===== config.mk =====
export PLATFORM = sky130hd
export DESIGN_NAME = serial_subtractor
export DESIGN_NICKNAME = d
export VERILOG_FILES = /design/src/rtl/serial_sub_pkg.sv /design/src/rtl/serial_subtractor_cell.sv /design/src/rtl/serial_subtractor.sv
export SDC_FILE = /design/constraint.sdc
export NUM_CORES = 1
export LEC_CHECK = 0
export ABC_AREA = 1
export CORE_AREA = 2 2 60 62
export CTS_CLUSTER_DIAMETER = 30
export DETAILED_ROUTE_END_ITERATION = 16
export DIE_AREA = 0 0 62 64
export DONT_BUFFER_PORTS = 1
export GPL_TIMING_DRIVEN = 0
export PLACE_DENSITY = 0.72
export SYNTH_ARGS = -nofsm -noshare
export SYNTH_HDL_FRONTEND = slang
export SYNTH_SLANG_ARGS = --single-unit
export TNS_END_PERCENT = 20

===== constraint.sdc =====
create_clock -name clk -period 1.44 [get_ports clk]
set_clock_uncertainty 0.1 [all_clocks]
set_input_delay 0.216 -clock clk [delete_from_list [all_inputs] [get_ports clk]]
set_output_delay 0.216 -clock clk [all_outputs]
set_load 0.02 [all_outputs]

===== src/rtl/serial_sub_pkg.sv =====
// Shared types and sizing helpers for the bit-serial subtractor.
package serial_sub_pkg;

    typedef enum logic [1:0] {
        IDLE = 2'd0,
        RUN  = 2'd1,
        DONE = 2'd2
    } state_t;

    localparam int DEFAULT_WIDTH = 8;

    // Bit counter width: $clog2(width), never narrower than one bit.
    function automatic int count_width(input int width);
        if (width <= 1) begin
            return 1;
        end else begin
            return $clog2(width);
        end
    endfunction

endpackage


===== src/rtl/serial_subtractor_cell.sv =====
// One-bit gate-level full subtractor: d = a^b^bi, bo = (~a & b) | (~(a^b) & bi).
module full_subtractor (
    input  logic a,
    input  logic b,
    input  logic bi,
    output logic d,
    output logic bo
);
    logic w_axb;
    logic w_na;
    logic w_naxb;
    logic w_gen;
    logic w_prop;

    xor g_x1 (w_axb, a, b);
    xor g_x2 (d, w_axb, bi);
    not g_n1 (w_na, a);
    and g_a1 (w_gen, w_na, b);
    not g_n2 (w_naxb, w_axb);
    and g_a2 (w_prop, w_naxb, bi);
    or  g_o1 (bo, w_gen, w_prop);

endmodule


===== src/rtl/serial_subtractor.sv =====
// Bit-serial A - B - Bin, LSB first, one full-subtractor cell plus a borrow flop,
// with valid/ready handshakes on operands and result.
module serial_subtractor
    import serial_sub_pkg::*;
#(
    parameter int WIDTH = DEFAULT_WIDTH
) (
    input  logic             clk,
    input  logic             rst_n,
    input  logic             in_valid,
    output logic             in_ready,
    input  logic [WIDTH-1:0] A,
    input  logic [WIDTH-1:0] B,
    input  logic             Bin,
    output logic             out_valid,
    input  logic             out_ready,
    output logic [WIDTH-1:0] D,
    output logic             Bout,
    output logic             V
);
    localparam int            CW   = count_width(WIDTH);
    localparam logic [CW-1:0] LAST = CW'(WIDTH - 1);

    state_t           r_state;
    logic [WIDTH-1:0] r_a_sr;
    logic [WIDTH-1:0] r_b_sr;
    logic [WIDTH-1:0] r_d_sr;
    logic [WIDTH-1:0] r_d;
    logic [CW-1:0]    r_count;
    logic             r_borrow;
    logic             r_bout;
    logic             r_v;
    logic             r_out_valid;

    logic             w_d;
    logic             w_bo;
    logic [WIDTH-1:0] w_d_sr_next;

    full_subtractor u_cell (
        .a  (r_a_sr[0]),
        .b  (r_b_sr[0]),
        .bi (r_borrow),
        .d  (w_d),
        .bo (w_bo)
    );

    // New difference bit enters at the MSB; written as shift/or so WIDTH=1 needs no special case.
    assign w_d_sr_next = (r_d_sr >> 1) | (WIDTH'(w_d) << (WIDTH - 1));

    // Control FSM, operand/result shift registers and held result registers.
    always_ff @(posedge clk) begin
        if (!rst_n) begin
            r_state     <= IDLE;
            r_a_sr      <= '0;
            r_b_sr      <= '0;
            r_d_sr      <= '0;
            r_d         <= '0;
            r_count     <= '0;
            r_borrow    <= 1'b0;
            r_bout      <= 1'b0;
            r_v         <= 1'b0;
            r_out_valid <= 1'b0;
        end else begin
            case (r_state)
                IDLE: begin
                    if (in_valid) begin
                        r_a_sr   <= A;
                        r_b_sr   <= B;
                        r_borrow <= Bin;
                        r_count  <= '0;
                        r_state  <= RUN;
                    end else begin
                        r_state  <= IDLE;
                    end
                end
                RUN: begin
                    r_a_sr   <= r_a_sr >> 1;
                    r_b_sr   <= r_b_sr >> 1;
                    r_d_sr   <= w_d_sr_next;
                    r_borrow <= w_bo;
                    if (r_count == LAST) begin
                        r_d         <= w_d_sr_next;
                        r_bout      <= w_bo;
                        // Signs of operands differ and result sign differs from minuend.
                        r_v         <= (r_a_sr[0] != r_b_sr[0]) && (w_d != r_a_sr[0]);
                        r_out_valid <= 1'b1;
                        r_state     <= DONE;
                    end else begin
                        r_count     <= r_count + CW'(1);
                    end
                end
                DONE: begin
                    if (out_ready) begin
                        r_out_valid <= 1'b0;
                        r_state     <= IDLE;
                    end else begin
                        r_state     <= DONE;
                    end
                end
                default: begin
                    r_out_valid <= 1'b0;
                    r_state     <= IDLE;
                end
            endcase
        end
    end

    assign in_ready  = rst_n && (r_state == IDLE);
    assign out_valid = r_out_valid;
    assign D         = r_d;
    assign Bout      = r_bout;
    assign V         = r_v;

endmodule


### Word-level counts from Yosys, hierarchy flattened

Index checks and enable logic that the tools add are counted.

* bits in registers: 41
* input bits: 21
* output and inout port bits: 12
* word-level logic and storage cells: 53

* add/sub/neg operators: 1
* equal/unequal tests: 9
* muxes and demuxes: 16
* bitwise operators: 9
* reductions and logical operators: 8

Operator list (number)
* one-hot mux 8 bit (2 select lines): 2
* two-way mux 8 bit: 2
* inequality test 2 bit (second input constant): 4
* bitwise OR 7 x 8 -> 8 bit: 1
* two-way mux 3 bit: 2
* one-hot mux 2 bit (3 select lines): 1
* one-hot mux 3 bit (2 select lines): 1
* AND reduction 3 bit: 2
* two-way mux 1 bit: 4
* two-way mux 2 bit: 2
* AND reduction 2 bit: 2
* adder 3 x 1 -> 3 bit (second input constant): 1
* equality test 3 bit (second input constant): 1
* NOT 1 bit: 3
* one-hot mux 1 bit (3 select lines): 1
* AND 1 bit: 2
* equality test 2 x 1 -> 1 bit (second input constant): 1
* equality test 2 bit (second input constant): 1
* logical AND 1 bit: 2
* zero test 2 bit: 1
* inequality test 1 bit: 2
* one-hot mux 1 bit (2 select lines): 1
* nonzero test 2 bit: 1
* bitwise XOR 1 bit: 2
* bitwise OR 1 bit: 1

### Logic depth before layout (Yosys ltp)

* word-level depth: 5
* gate-level depth with buffers: 8
* depth with buffers taken out: 8

### Modules after synthesis

From an unflattened synthesis, not the netlist that was laid out.

* cells, all modules: 260
* area, all modules: 1760.4 µm²

Modules (own cells, without submodules)
* serial_subtractor: times used 1, cells each 256, area each 1729.2 µm², seq. area each 800.8 µm²
* full_subtractor: times used 1, cells each 4, area each 31.3 µm², seq. area each 0.0 µm²

### Worst setup path after synthesis

No wires, ideal clock.

* kind: register -> register
* start point: register r_a_sr[0]
* end point: register r_v (netlist: V)
* library setup time: 0.056 ns
* arrival: 1.237 ns
* data required time: 1.284 ns
* slack: 0.047 ns
* stages on the path, launching flop included: 9
* buffers on the path: 0
* clock period less this slack: 1.393 ns
* cells stage by stage: dfxtp_1 > inv_1 > fa_1 > inv_1 > a21oi_1 > nand2_1 > nand2_1 > nand2_1 > inv_1

* longest elaborated chain between the ends: 4
* elaborated cells between the ends (all ways): 5
* classes of those cells: 2 x eq/ne; 2 x bitwise; 1 x reduce/logical

RTL lines
* start: declaration: RTL line serial_subtractor.sv:25 `logic [WIDTH-1:0] r_a_sr;`
* start signal: assignment: RTL line serial_subtractor.sv:77 `r_a_sr <= r_a_sr >> 1;`
* bitwise XOR 1 bit: RTL line serial_subtractor_cell.sv:15 `xor g_x1 (w_axb, a, b);`
* bitwise XOR 1 bit: RTL line serial_subtractor_cell.sv:16 `xor g_x2 (d, w_axb, bi);`
* inequality test 1 bit: RTL line serial_subtractor.sv:85 `r_v <= (r_a_sr[0] != r_b_sr[0]) && (w_d != r_a_sr[0]);`
* logical AND 1 bit (*): RTL line serial_subtractor.sv:85
* end signal: assignment: RTL line serial_subtractor.sv:85
* end: declaration: RTL line serial_subtractor.sv:32 `logic r_v;`

Mark *: on every way between the ends. The rest lies on a longest branch, timed or not.
A chain may end at the register's enable or synchronous reset.

### Worst setup path in the final report

Same ends and word-level chain as after synthesis.

==> Implementation_results.wiki <==
{| class="wikitable"
! Metric !! Value
|-
| Status || complete, but fails checks
|-
| Violated checks || negative setup slack
|-
| Power share of the combinational group || 0.116
|-
| Utilization of the core after routing || 0.6518
|-
| Kind of end point of the critical path || register
|-
| Min Hold Slack || 0.003908 ns
|-
| Worst-Margin Slew || 0.4843 ns
|-
| Post-Place Worst Slack || -0.1073 ns
|-
| Initial antenna violation count || 0
|-
| Sequential share of power || 0.461
|-
| Fraction of synthesized cell area taken by the top area cell type || 0.4510
|-
| Final Cell Area || 2141 µm²
|-
| Num rows || 21
|-
| Post-layout instance count excluding filler cells || 324
|-
| Pwr per Cell Area || 1207 nW/µm²
|-
| Number of placed cells counting well taps || 303
|-
| Synthesized area || 1775 µm²
|-
| Largest net degree at the start of global routing || 14
|-
| Total Negative Setup Slacks || -0.01753 ns
|-
| Via-to-Cell Ratio || 5.006
|-
| TritonCTS sink count || 40
|-
| Number of max-cap violations || 0
|-
| H-tree depth reported by CTS || 2
|-
| DRC violations left || 0
|-
| Lkg Pwr || 0.9756 nW
|-
| Number of global-route vias before repair || 1588
|-
| Die width || 62 µm
|-
| Total I/O pin count || 33
|-
| Share of flip-flops with an asynchronous set or reset after synthesis || 0
|-
| Portion of the post-synthesis area used by sequential elements || 0.4510
|-
| Maximum clock insertion buffer count || 2
|-
| Clk_lat worst skew || 0.35 ns
|-
| Net count after synthesis || 282
|-
| Net Sw Power || 584.0 µW
|-
| Number of port buffers || 0
|-
| Most instantiated flip-flop cell in the synthesis netlist || dfxtp_1
|-
| Worst-case headroom to the max-slew limit || 0.6771
|-
| Detail-routed net length per standard cell || 11.36 µm
|-
| Top cell types by occurrence after synthesis || nand2_1, nand3_1, dfxtp_1
|-
| Synthesis-stage register bit count || 40
|-
| Routed vias || 1622
|-
| Multi-input combinational cell area || 830.8 µm²
|-
| Core region area || 3284 µm²
|-
| Post-place instance area || 1833 µm²
|-
| Drt pass-1 iters || 5
|-
| Final cycle utilization of the critical path || 1.012
|-
| Fill count || 326
|-
| Number of cells produced by synthesis || 257
|-
| Violation count after the first detailed-routing iteration || 79
|-
| Post-layout minimum cycle time || 1.458 ns
|-
| Share of power burned in the clock network || 0.424
|-
| Class of the worst hold path || primary input to register
|-
| Area enclosed by the die boundary || 3968 µm²
|-
| Cell with the most instances after synthesis || nand2_1
|-
| Final antenna-violating net count || 0
|-
| Synthesized area divided by synthesized cell count || 6.908 µm²
|-
| Routability congestion estimate || 0.7695
|-
| Clock root cell || clkbuf_4
|-
| Grt ovf || 0
|-
| Number of pins with negative max-slew slack in the final report || 0
|-
| Post-detailed-routing wire length || 3682 µm
|-
| Design Power || 2.585 mW
|-
| Data arrival, critical path || 1.67 ns
|-
| Layout net count || 302
|-
| Fraction of power spent switching nets || 0.2259
|-
| Register clock-pin slew on the reported worst setup and hold paths || 0.12 ns
|-
| Peak Freq || 0.6861 GHz
|-
| Cell taking the most area after synthesis || dfxtp_1
|-
| RSZ-0062 raised after global routing || true
|-
| Share of post-route cells with drive strength above 1 || 0.1187
|-
| Wire length of the first global-routing pass || 6589 µm
|-
| Hold Violations, Final || 0
|-
| M2 GR Usage || 0.3477
|-
| Count of synthesis-stage warnings from yosys || 0
|-
| Detailed Place HPWL || 2495 µm
|-
| Number of enable flip-flop cells after synthesis || 0
|-
| Cell Int Power || 2.001 mW
|-
| Largest fanout of any net on the critical path || 3
|-
| Distinct cell type count of the synthesized netlist || 17
|-
| Met3 usage in global routing || 0.07085
|-
| Startpoint-to-endpoint class of the critical path || register to register
|-
| Die Y-Extent || 64 µm
|-
| Sequential cell area || 804.5 µm²
|-
| Worst path required time || 1.65 ns
|-
| Startpoint type of the worst setup path || register
|-
| Final setup margin || -0.01753 ns
|-
| Global-route total usage across every layer || 0.2202
|-
| P&R area growth vs syn || 20.58%
|-
| CTS tree || done
|-
| Top cells by area in the synthesized netlist || dfxtp_1, nand2_1, nand3_1
|-
| Grt met1 use || 0.2741
|-
| Initial Util || 0.5406
|-
| Number of buffers created by CTS || 5
|-
| Peak ir drop on the vdd network || 658.9 µV
|-
| Antenna Cells || 0
|-
| # setup viols final || 1
|-
| Busiest metal layer after global routing || met2
|}
## final cells by class
class	count	share of cell area
well taps	46	0.02688
clock buffers	5	0.01753
multi-input cells	176	0.3881
inverters	28	0.05026
flip-flops and latches	40	0.3758
clock inverters	3	0.04208
plain buffers	13	0.04091
repair buffers	13	0.05845
## cells in the final DEF (no fill, tap or decap)
cell	count
bufinv_16	3
buf_4	6
dlygate4sd3_1	11
nand3_2	2
nor2_4	2
inv_1	24
nor2_1	37
dfxtp_2	3
o21ai_0	8
buf_6	3
a21oi_1	15
nand3_1	39
nand2_2	2
inv_2	3
inv_4	1
fa_1	1
ha_1	3
buf_1	2
buf_2	1
clkbuf_1	3
clkbuf_4	5
nor3_4	1
a21oi_2	1
dfxtp_1	37
nand2_1	65
## state kept, by name, summed over array words and instances (netlist names)
| register | cells |
|---|---|
| D | 8 |
| r_a_sr | 8 |
| r_b_sr | 8 |
| r_d_sr | 7 |
| r_count | 3 |
| r_state | 2 |
| Bout | 1 |
| V | 1 |
| out_valid | 1 |
| r_borrow | 1 |
## final timing paths
kind              from   endpoint  slack [ns]  cells past startpoint
min               A[6]  r_a_sr[6]       0.004                      4
max reg2reg  r_a_sr[0]          V       -0.02                      8
min reg2reg  r_d_sr[1]       D[0]        0.36                      2
max          r_a_sr[0]          V       -0.02                      8
## logic make-up (layout without fill, tap and decap cells)
family,count (synthesis),count (layout),synth area share
AO/OA/AOI/OAI,24,24,0.06766
buffers and inverters,41,62,0.1008
AND/OR/NAND/NOR,148,148,0.3481
flip-flops,40,40,0.4510
adder cells (fa/ha/maj),4,4,0.03242
## critical path, stage by stage, from the launching register on
cell and delay [ns]:
dfxtp_2 0.36, inv_2 0.05, fa_1 0.56, inv_2 0.05, a21oi_2 0.10, nand2_1 0.06
nand2_1 0.05, nand2_1 0.04, inv_1 0.04
## layer usage
layer	up-vias	routed length, µm
li1	843	-
met1	729	1656
met2	43	1712
met3	7	252
met4	0	61
met5	-	0
## repair_timing
| action | 4_1_cts | 5_1_grt |
|---|---|---|
| endpoints found under the hold margin | 12 | 0 |
| resized for setup | 9 | 8 |
| pin swaps | 1 | 1 |
| hold buffers | 11 | 0 |
| setup endpoints to repair | 11 | 28 |
| setup buffers | 1 | 1 |
## power groups by stage
stage / Clock, mW / Combinational (mW) / Sequential [mW]
after global routing: 1.15 / 0.348 / 1.20
after floorplan: 0 / 0.202 / 1.21
after global placement: 0 / 0.245 / 1.21
after CTS: 1.11 / 0.282 / 1.19
after detailed placement: 0 / 0.248 / 1.21
final: 1.10 / 0.299 / 1.19
Power figures use the tool's default switching activity.
